$ cat src/rtl/param_proc_if.sv
// param_proc_if
//   Bus bundle between param_proc and its surroundings: the instruction/data
//   source driving DIN and the external synchronous RAM.
//   Ports (signals):
//     Run      - instruction fetch qualifier, looked at only in step T0
//     DIN      - instruction word, mvi immediate, or RAM read data
//     Done     - combinational, high in the last step of each instruction
//     BusWires - the processor's internal bus, exposed for observation
//     ADDR     - registered memory address
//     DOUT     - registered memory write data
//     W        - registered memory write strobe
//   Modports:
//     master - the processor side (drives Done/BusWires/ADDR/DOUT/W)
//     slave  - the environment side (drives Run/DIN)
interface param_proc_if #(
  parameter int DATA_W = 16,
  parameter int ADDR_W = DATA_W
);
  logic              Run;
  logic [DATA_W-1:0] DIN;
  logic              Done;
  logic [DATA_W-1:0] BusWires;
  logic [ADDR_W-1:0] ADDR;
  logic [DATA_W-1:0] DOUT;
  logic              W;

  modport master (
    input  Run, DIN,
    output Done, BusWires, ADDR, DOUT, W
  );

  modport slave (
    output Run, DIN,
    input  Done, BusWires, ADDR, DOUT, W
  );
endinterface

$ cat src/rtl/param_proc.sv
// param_proc
//   Multicycle bus-based processor with DATA_W-bit registers R0-R7, an
//   accumulator input A, ALU result G and a zero flag Z. Instructions are the
//   top 9 bits of a DIN word (III XXX YYY): mv, mvi, add, sub, and, mvnz,
//   ld and st. A 2-bit step counter sequences T0-T3; T0 fetches when Run=1.
//   Ports:
//     Clock - rising-edge clock for all state
//     Reset - synchronous, active-high; clears every register
//     bus   - param_proc_if master modport (Run, DIN in; Done, BusWires,
//             ADDR, DOUT, W out)
//   ADDR_W must not exceed DATA_W; the address is the low ADDR_W bits of Ry.
module param_proc #(
  parameter int DATA_W = 16,
  parameter int ADDR_W = DATA_W
) (
  input  logic         Clock,
  input  logic         Reset,
  param_proc_if.master bus
);

  localparam logic [1:0] T0 = 2'd0;
  localparam logic [1:0] T1 = 2'd1;
  localparam logic [1:0] T2 = 2'd2;
  localparam logic [1:0] T3 = 2'd3;

  localparam logic [2:0] OP_MV   = 3'b000;
  localparam logic [2:0] OP_MVI  = 3'b001;
  localparam logic [2:0] OP_ADD  = 3'b010;
  localparam logic [2:0] OP_SUB  = 3'b011;
  localparam logic [2:0] OP_AND  = 3'b100;
  localparam logic [2:0] OP_MVNZ = 3'b101;
  localparam logic [2:0] OP_LD   = 3'b110;
  localparam logic [2:0] OP_ST   = 3'b111;

  // One-hot bus source positions: 0-7 are R0-R7, then G, then DIN.
  localparam int SEL_G   = 8;
  localparam int SEL_DIN = 9;

  logic [DATA_W-1:0] r_q [8];
  logic [DATA_W-1:0] a_q;
  logic [DATA_W-1:0] g_q;
  logic [8:0]        ir_q;
  logic              z_q;
  logic [ADDR_W-1:0] addr_q;
  logic [DATA_W-1:0] dout_q;
  logic              w_q;
  logic              w_d;
  logic [1:0]        tstep_q;
  logic [1:0]        tstep_d;

  logic [2:0]        opcode;
  logic [2:0]        rx;
  logic [2:0]        ry;

  logic              irIn;
  logic              rIn;
  logic              aIn;
  logic              gIn;
  logic              zIn;
  logic              addrIn;
  logic              doutIn;
  logic              doneC;
  logic [9:0]        busSel;
  logic [DATA_W-1:0] busVal;
  logic [DATA_W-1:0] aluResult;

  assign opcode = ir_q[8:6];
  assign rx     = ir_q[5:3];
  assign ry     = ir_q[2:0];

  // Control decode: turns the current step and opcode into bus source
  // selects and register load enables. Anything not asserted here holds.
  always_comb begin
    irIn   = 1'b0;
    rIn    = 1'b0;
    aIn    = 1'b0;
    gIn    = 1'b0;
    zIn    = 1'b0;
    addrIn = 1'b0;
    doutIn = 1'b0;
    w_d    = 1'b0;
    doneC  = 1'b0;
    busSel = '0;
    case (tstep_q)
      T0: begin
        irIn = bus.Run;
      end
      T1: begin
        case (opcode)
          OP_MV: begin
            busSel[ry] = 1'b1;
            rIn        = 1'b1;
            doneC      = 1'b1;
          end
          OP_MVI: begin
            busSel[SEL_DIN] = 1'b1;
            rIn             = 1'b1;
            doneC           = 1'b1;
          end
          OP_MVNZ: begin
            // Completes either way; only the register write depends on Z.
            busSel[ry] = 1'b1;
            rIn        = ~z_q;
            doneC      = 1'b1;
          end
          OP_ADD, OP_SUB, OP_AND: begin
            busSel[rx] = 1'b1;
            aIn        = 1'b1;
          end
          default: begin
            // ld and st both start by latching the address from Ry.
            busSel[ry] = 1'b1;
            addrIn     = 1'b1;
          end
        endcase
      end
      T2: begin
        case (opcode)
          OP_ADD, OP_SUB, OP_AND: begin
            busSel[ry] = 1'b1;
            gIn        = 1'b1;
            zIn        = 1'b1;
          end
          OP_ST: begin
            busSel[rx] = 1'b1;
            doutIn     = 1'b1;
            w_d        = 1'b1;
            doneC      = 1'b1;
          end
          default: begin
            // ld spends this step waiting on the RAM's registered read.
          end
        endcase
      end
      default: begin
        case (opcode)
          OP_ADD, OP_SUB, OP_AND: begin
            busSel[SEL_G] = 1'b1;
            rIn           = 1'b1;
            doneC         = 1'b1;
          end
          OP_LD: begin
            busSel[SEL_DIN] = 1'b1;
            rIn             = 1'b1;
            doneC           = 1'b1;
          end
          default: begin
          end
        endcase
      end
    endcase
  end

  // Bus multiplexer: AND-OR over the one-hot select. With no source
  // selected the bus falls back to DIN so fetches see the instruction.
  always_comb begin
    busVal = '0;
    for (int i = 0; i < 8; i++) begin
      if (busSel[i]) begin
        busVal = busVal | r_q[i];
      end
    end
    if (busSel[SEL_G]) begin
      busVal = busVal | g_q;
    end
    if (busSel[SEL_DIN] || (busSel == '0)) begin
      busVal = busVal | bus.DIN;
    end
  end

  // ALU: A combined with the bus. Results wrap modulo 2^DATA_W.
  always_comb begin
    case (opcode)
      OP_SUB:  aluResult = a_q - busVal;
      OP_AND:  aluResult = a_q & busVal;
      default: aluResult = a_q + busVal;
    endcase
  end

  // Step counter: back to T0 after any Done step, parked in T0 while Run
  // is low, otherwise advancing one step per cycle.
  always_comb begin
    tstep_d = tstep_q;
    if (doneC) begin
      tstep_d = T0;
    end else if ((tstep_q != T0) || bus.Run) begin
      tstep_d = tstep_q + 2'd1;
    end
  end

  // State update. Reset wins over every pending load, so a write that
  // would have landed on the reset edge (Rx, G, Z, memory) is dropped.
  always_ff @(posedge Clock) begin
    if (Reset) begin
      for (int i = 0; i < 8; i++) begin
        r_q[i] <= '0;
      end
      a_q     <= '0;
      g_q     <= '0;
      ir_q    <= '0;
      z_q     <= 1'b0;
      addr_q  <= '0;
      dout_q  <= '0;
      w_q     <= 1'b0;
      tstep_q <= T0;
    end else begin
      tstep_q <= tstep_d;
      w_q     <= w_d;
      if (irIn) begin
        ir_q <= bus.DIN[DATA_W-1 -: 9];
      end
      if (rIn) begin
        r_q[rx] <= busVal;
      end
      if (aIn) begin
        a_q <= busVal;
      end
      if (gIn) begin
        g_q <= aluResult;
      end
      if (zIn) begin
        z_q <= (aluResult == '0);
      end
      if (addrIn) begin
        addr_q <= busVal[ADDR_W-1:0];
      end
      if (doutIn) begin
        dout_q <= busVal;
      end
    end
  end

  // Done is masked by Reset so nothing completes while reset is held.
  assign bus.Done     = doneC & ~Reset;
  assign bus.BusWires = busVal;
  assign bus.ADDR     = addr_q;
  assign bus.DOUT     = dout_q;
  assign bus.W        = w_q;

endmodule
$ cat src/flat_wrapper.sv
// flat-port wrapper written by rule: the top's interface ports become plain ports
module param_proc_flat 
#(
  parameter int DATA_W = 16,
  parameter int ADDR_W = DATA_W
)
  (Clock, Reset, bus_Run, bus_DIN, bus_Done, bus_BusWires, bus_ADDR, bus_DOUT, bus_W);
  param_proc_if #(.DATA_W(DATA_W), .ADDR_W(ADDR_W)) bus_i ();
  input  logic Clock;
  input  logic Reset;
  input wire logic [$bits(bus_i.Run)-1:0] bus_Run;
  input wire logic [$bits(bus_i.DIN)-1:0] bus_DIN;
  output wire logic [$bits(bus_i.Done)-1:0] bus_Done;
  output wire logic [$bits(bus_i.BusWires)-1:0] bus_BusWires;
  output wire logic [$bits(bus_i.ADDR)-1:0] bus_ADDR;
  output wire logic [$bits(bus_i.DOUT)-1:0] bus_DOUT;
  output wire logic [$bits(bus_i.W)-1:0] bus_W;
  assign bus_i.Run = bus_Run;
  assign bus_i.DIN = bus_DIN;
  assign bus_Done = bus_i.Done;
  assign bus_BusWires = bus_i.BusWires;
  assign bus_ADDR = bus_i.ADDR;
  assign bus_DOUT = bus_i.DOUT;
  assign bus_W = bus_i.W;
  param_proc #(.DATA_W(DATA_W), .ADDR_W(ADDR_W)) u_core (.Clock(Clock), .Reset(Reset), .bus(bus_i));
endmodule
$ cat config.mk
export PLATFORM = sky130hd
export DESIGN_NAME = param_proc_flat
export DESIGN_NICKNAME = d
export VERILOG_FILES = /design/src/rtl/param_proc_if.sv /design/src/rtl/param_proc.sv /design/src/flat_wrapper.sv
export SDC_FILE = /design/constraint.sdc
export NUM_CORES = 1
export LEC_CHECK = 0
export BUFFER_PORTS_ARGS = -buffer_cell sky130_fd_sc_hd__buf_2
export CORE_ASPECT_RATIO = 1.5
export CORE_MARGIN = 5
export CORE_UTILIZATION = 30
export DETAILED_ROUTE_END_ITERATION = 16
export RECOVER_POWER = 50
export SLEW_MARGIN = 20
export SYNTH_ARGS = -nofsm -noshare
export SYNTH_HDL_FRONTEND = slang
export SYNTH_SLANG_ARGS = --single-unit
$ cat constraint.sdc
create_clock -name Clock -period 9.8 [get_ports Clock]
set_input_delay 1.96 -clock Clock [delete_from_list [all_inputs] [get_ports Clock]]
set_output_delay 1.96 -clock Clock [all_outputs]
set_load 0.02 [all_outputs]
==> summary.md <==
| Metric | Value |
|---|---|
| Initial DRC Count | `851` |
| Initial antenna violation count | `0` |
| CP peak stage delay | `0.90 ns` |
| EDFF count, synth | `128` |
| #FFs+latches synth | `205` |
| Detail Placement HPWL | `28100 um` |
| Final setup fails | `0` |
| Final Hold Vio Count | `0` |
| Post_cts resized | `0` |
| Worst path slowest cell | `o21a_1` |
| Startpoint types | `flip-flop` |
| Num CTS Buffers | `21` |
| CORE AREA | `35700 um^2` |
| RR Startpoint | `u_core.ir_q[8]$_SDFFE_PP0P_` |
| Synth unique cells | `93` |
| Largest net degree at the start of global routing | `79` |
| Max Cap Viol | `1` |
| Fin Setup TNS | `0 ns` |
| Mapped Nets | `1166` |
| Post-CTS setup buffers | `0` |
| Avg WL per Cell | `23.9 um` |
| Worst path bufs/invs | `2` |
| Vias in the first global route | `9059` |
| CTS sink count | `205` |
| Final min period | `8.48 ns` |
| Final period utilization | `86.5%` |
| Die area | `39900 um^2` |
| Routed Antenna Nets | `0` |
| Crit path max fanout | `32` |
| Commonest non-fill, non-tap cell in the layout | `nor2_1` |
| Clock Skew | `0.0172 ns` |
| Slew @ Worst Pin | `3.63 ns` |
| Die width | `165 um` |
| CTS tree | `yes` |
| FP Rows | `85` |
| Port bufs | `68` |
| Post-place setup slack | `2.00 ns` |
| Most frequent cells in the layout | `215 x nor2_1, 128 x edfxtp_1, 89 x nand2_1` |
| Peak VDD IR | `0.000125 V` |
| Synth Cell Area | `10800 um^2` |
| Final Non-Filler Cells | `1653` |
| GR Util met1 | `21.5%` |
| GR peak layer | `met2` |
| Max clock buf depth | `3` |
| Hold Buf Count CTS | `0` |
| WP data required | `10.21 ns` |
| Drt first pass iters | `5` |
| Total track usage | `19.3%` |
| Max-slew headroom | `-142%` |
| Most used cell, CP | `a21oi_1` |
| Max Clock Freq | `0.118 GHz` |
| Final GP Congestion | `0.916` |
| Drt total wl | `39500 um` |
| Clock-pin slew on the worst setup and hold paths | `0.07 ns` |
| Lkg Pwr | `4.45 nW` |
| WHS Path Cells | `2` |
| Final WS setup | `1.32 ns` |
| Pins Over Slew Limit | `79` |
| HP Class | `flip-flop to flip-flop` |
| Via count | `9180` |
| RSZ-0062 raised after global routing | `no` |
| Top cell family by delay on the critical path | `compound AO/OA/AOI/OAI gates` |
| Status | `finished with violations` |
| I/O Pins | `69` |
| Layout cells sized above 1 | `10.2%` |
| Via density per instance | `5.55` |
| Ys Warns | `0` |
| Global Route met2 Usage | `34.7%` |
| Design area | `12100 um^2` |
| Initial Util | `30.1%` |
| Dominant synthesized flop cell | `edfxtp_1` |
| Critical path type | `flip-flop to flip-flop` |
| Worst setup EP type | `flip-flop` |
| N_diodes | `0` |
| Nets | `1201` |
| Pwr Density | `271 nW/um^2` |
| Failing checks | `capacitance limit, slew limit` |
| Hold path endpoint | `u_core.g_q[8]$_SDFFE_PP0P_` |
| Hold_ws | `0.475 ns` |
| Global-route wire length before repair | `58000 um` |
| Hold Crit Start | `u_core.g_q[8]$_SDFFE_PP0P_` |
| Area grow syn2layout | `12.7%` |
| Syn_area_per_cell | `9.57 um^2` |
| Worst reg-to-reg setup slack | `1.32 ns` |
| Dpl cell area | `11600 um^2` |
| Placed Cells | `1615` |
| Sequential share of the synthesized area | `50.0%` |
| Worst skew pair latency | `0.53 ns` |
| Reg2reg path depth | `25` |
| DRC Markers | `0` |
| Clock Tree Root | `clkbuf_16` |
| Critical path arrival | `8.89 ns` |
| Total grt overflow | `0` |
| Post-synthesis cell count | `1125` |
| Die Y-Extent | `242 um` |
| Grt met3 use | `2.43%` |
| Ys async rst share | `0%` |
| Htree depth | `1` |
| FF-to-FF End | `u_core.g_q[15]$_SDFFE_PP0P_` |
[Yosys cell counts, types with 5 or more instances]
cell type / n / share of area (%)
a211oi_1: 64 / 4.5
a21boi_0: 5 / 0.35
a21o_1: 11 / 0.77
a21oi_1: 48 / 2.2
a221oi_1: 5 / 0.41
a222oi_1: 16 / 1.5
a22o_1: 14 / 1.1
a22oi_1: 21 / 1.5
a31oi_1: 12 / 0.70
and2_1: 8 / 0.46
and3_1: 5 / 0.29
and3b_1: 10 / 0.81
buf_2: 6 / 0.28
clkbuf_1: 70 / 2.4
dfxtp_1: 77 / 14
edfxtp_1: 128 / 36
ha_1: 21 / 2.4
inv_1: 30 / 1.0
nand2_1: 90 / 3.1
nand2b_1: 5 / 0.29
nand3_1: 26 / 1.2
nand4_1: 13 / 0.76
nor2_1: 215 / 7.5
nor2b_1: 7 / 0.41
nor3_1: 11 / 0.51
nor3b_1: 6 / 0.42
o211ai_1: 6 / 0.42
o21a_1: 9 / 0.63
o21ai_0: 36 / 1.7
o21ai_1: 7 / 0.33
o22ai_1: 5 / 0.29
or2_1: 5 / 0.29
or3_1: 5 / 0.29
xnor2_1: 23 / 1.9
[metal layers]
metal,part of all wire [%],wire length (um)
met5,0,0
met4,6.6,2610
met3,5.2,2050
met2,52,20400
met1,36,14400
[registers in the layout, indices dropped and copies added (netlist names)]
register,flops
u_core.a_q,16
u_core.bus.ADDR,16
u_core.bus.DOUT,16
u_core.bus.W,1
u_core.g_q,16
u_core.ir_q,9
u_core.r_q,128
u_core.tstep_q,2
u_core.z_q,1
[per-stage QoR]
stage	utilization, %	total power, mW
after global placement	32.4	2.52
after global routing	34.0	3.45
after floorplan	-	2.02
after detailed placement	32.4	2.53
final	34.0	3.30
after CTS	34.2	3.30
[layout make-up]
type,count,area (um^2)
sequential,205,5390
clock buffer,24,537
timing repair buffer,100,502
fill,3727,23600
tap,478,598
multi-input combinational,801,4900
inverter,31,116
clock inverter,14,104
[kinds of logic (layout without fill, tap and decap cells)]
family	after synthesis	after routing	share of synthesized area, %
XOR/XNOR	26	26	2.11
AND/OR/NAND/NOR	434	434	18.9
buffers and inverters	119	169	4.61
multiplexers	5	5	0.500
adder cells (fa/ha/maj)	22	22	2.63
flip-flops	205	205	50.0
AO/OA/AOI/OAI	314	314	21.2
[power breakdown]
part	internal [mW]	total, mW	leakage [nW]	switching, mW
Combinational	0.461	1.47	2.20	1.01
Sequential	0.982	1.05	1.95	0.0654
Clock	0.422	0.775	0.304	0.353
[worst reg2reg max path, cell delays in order, from the launching register on]
cell	delay (ns)
dfxtp_1	0.76
nor3b_1	0.29
buf_4	0.38
o21a_1	0.91
a22o_1	0.37
or2_0	0.61
or4_1	0.23
o22ai_1	0.28
a21boi_2	0.29
clkbuf_1	0.80
nor2_1	0.11
a21oi_1	0.25
ha_1	0.28
nor2b_1	0.13
o31a_1	0.27
o211ai_1	0.22
a21oi_1	0.14
nor2_1	0.13
a21oi_1	0.12
a31oi_1	0.33
o21ai_0	0.21
and4_1	0.24
and4_1	0.19
a211o_1	0.21
or3_1	0.34
o31a_1	0.28
[how the worst max path moves through the flow]
stage	start	endpoint	cells past startpoint
floorplan	bus_DIN[1]	u_core.g_q[15]$_SDFFE_PP0P_	22
global placement	u_core.ir_q[8]$_SDFFE_PP0P_	u_core.g_q[15]$_SDFFE_PP0P_	22
detailed placement	u_core.ir_q[8]$_SDFFE_PP0P_	u_core.g_q[15]$_SDFFE_PP0P_	22
CTS	u_core.ir_q[8]$_SDFFE_PP0P_	u_core.g_q[15]$_SDFFE_PP0P_	22
global route	u_core.ir_q[8]$_SDFFE_PP0P_	u_core.g_q[15]$_SDFFE_PP0P_	25
finish	u_core.ir_q[8]$_SDFFE_PP0P_	u_core.g_q[15]$_SDFFE_PP0P_	25
Power figures use the tool's default switching activity.
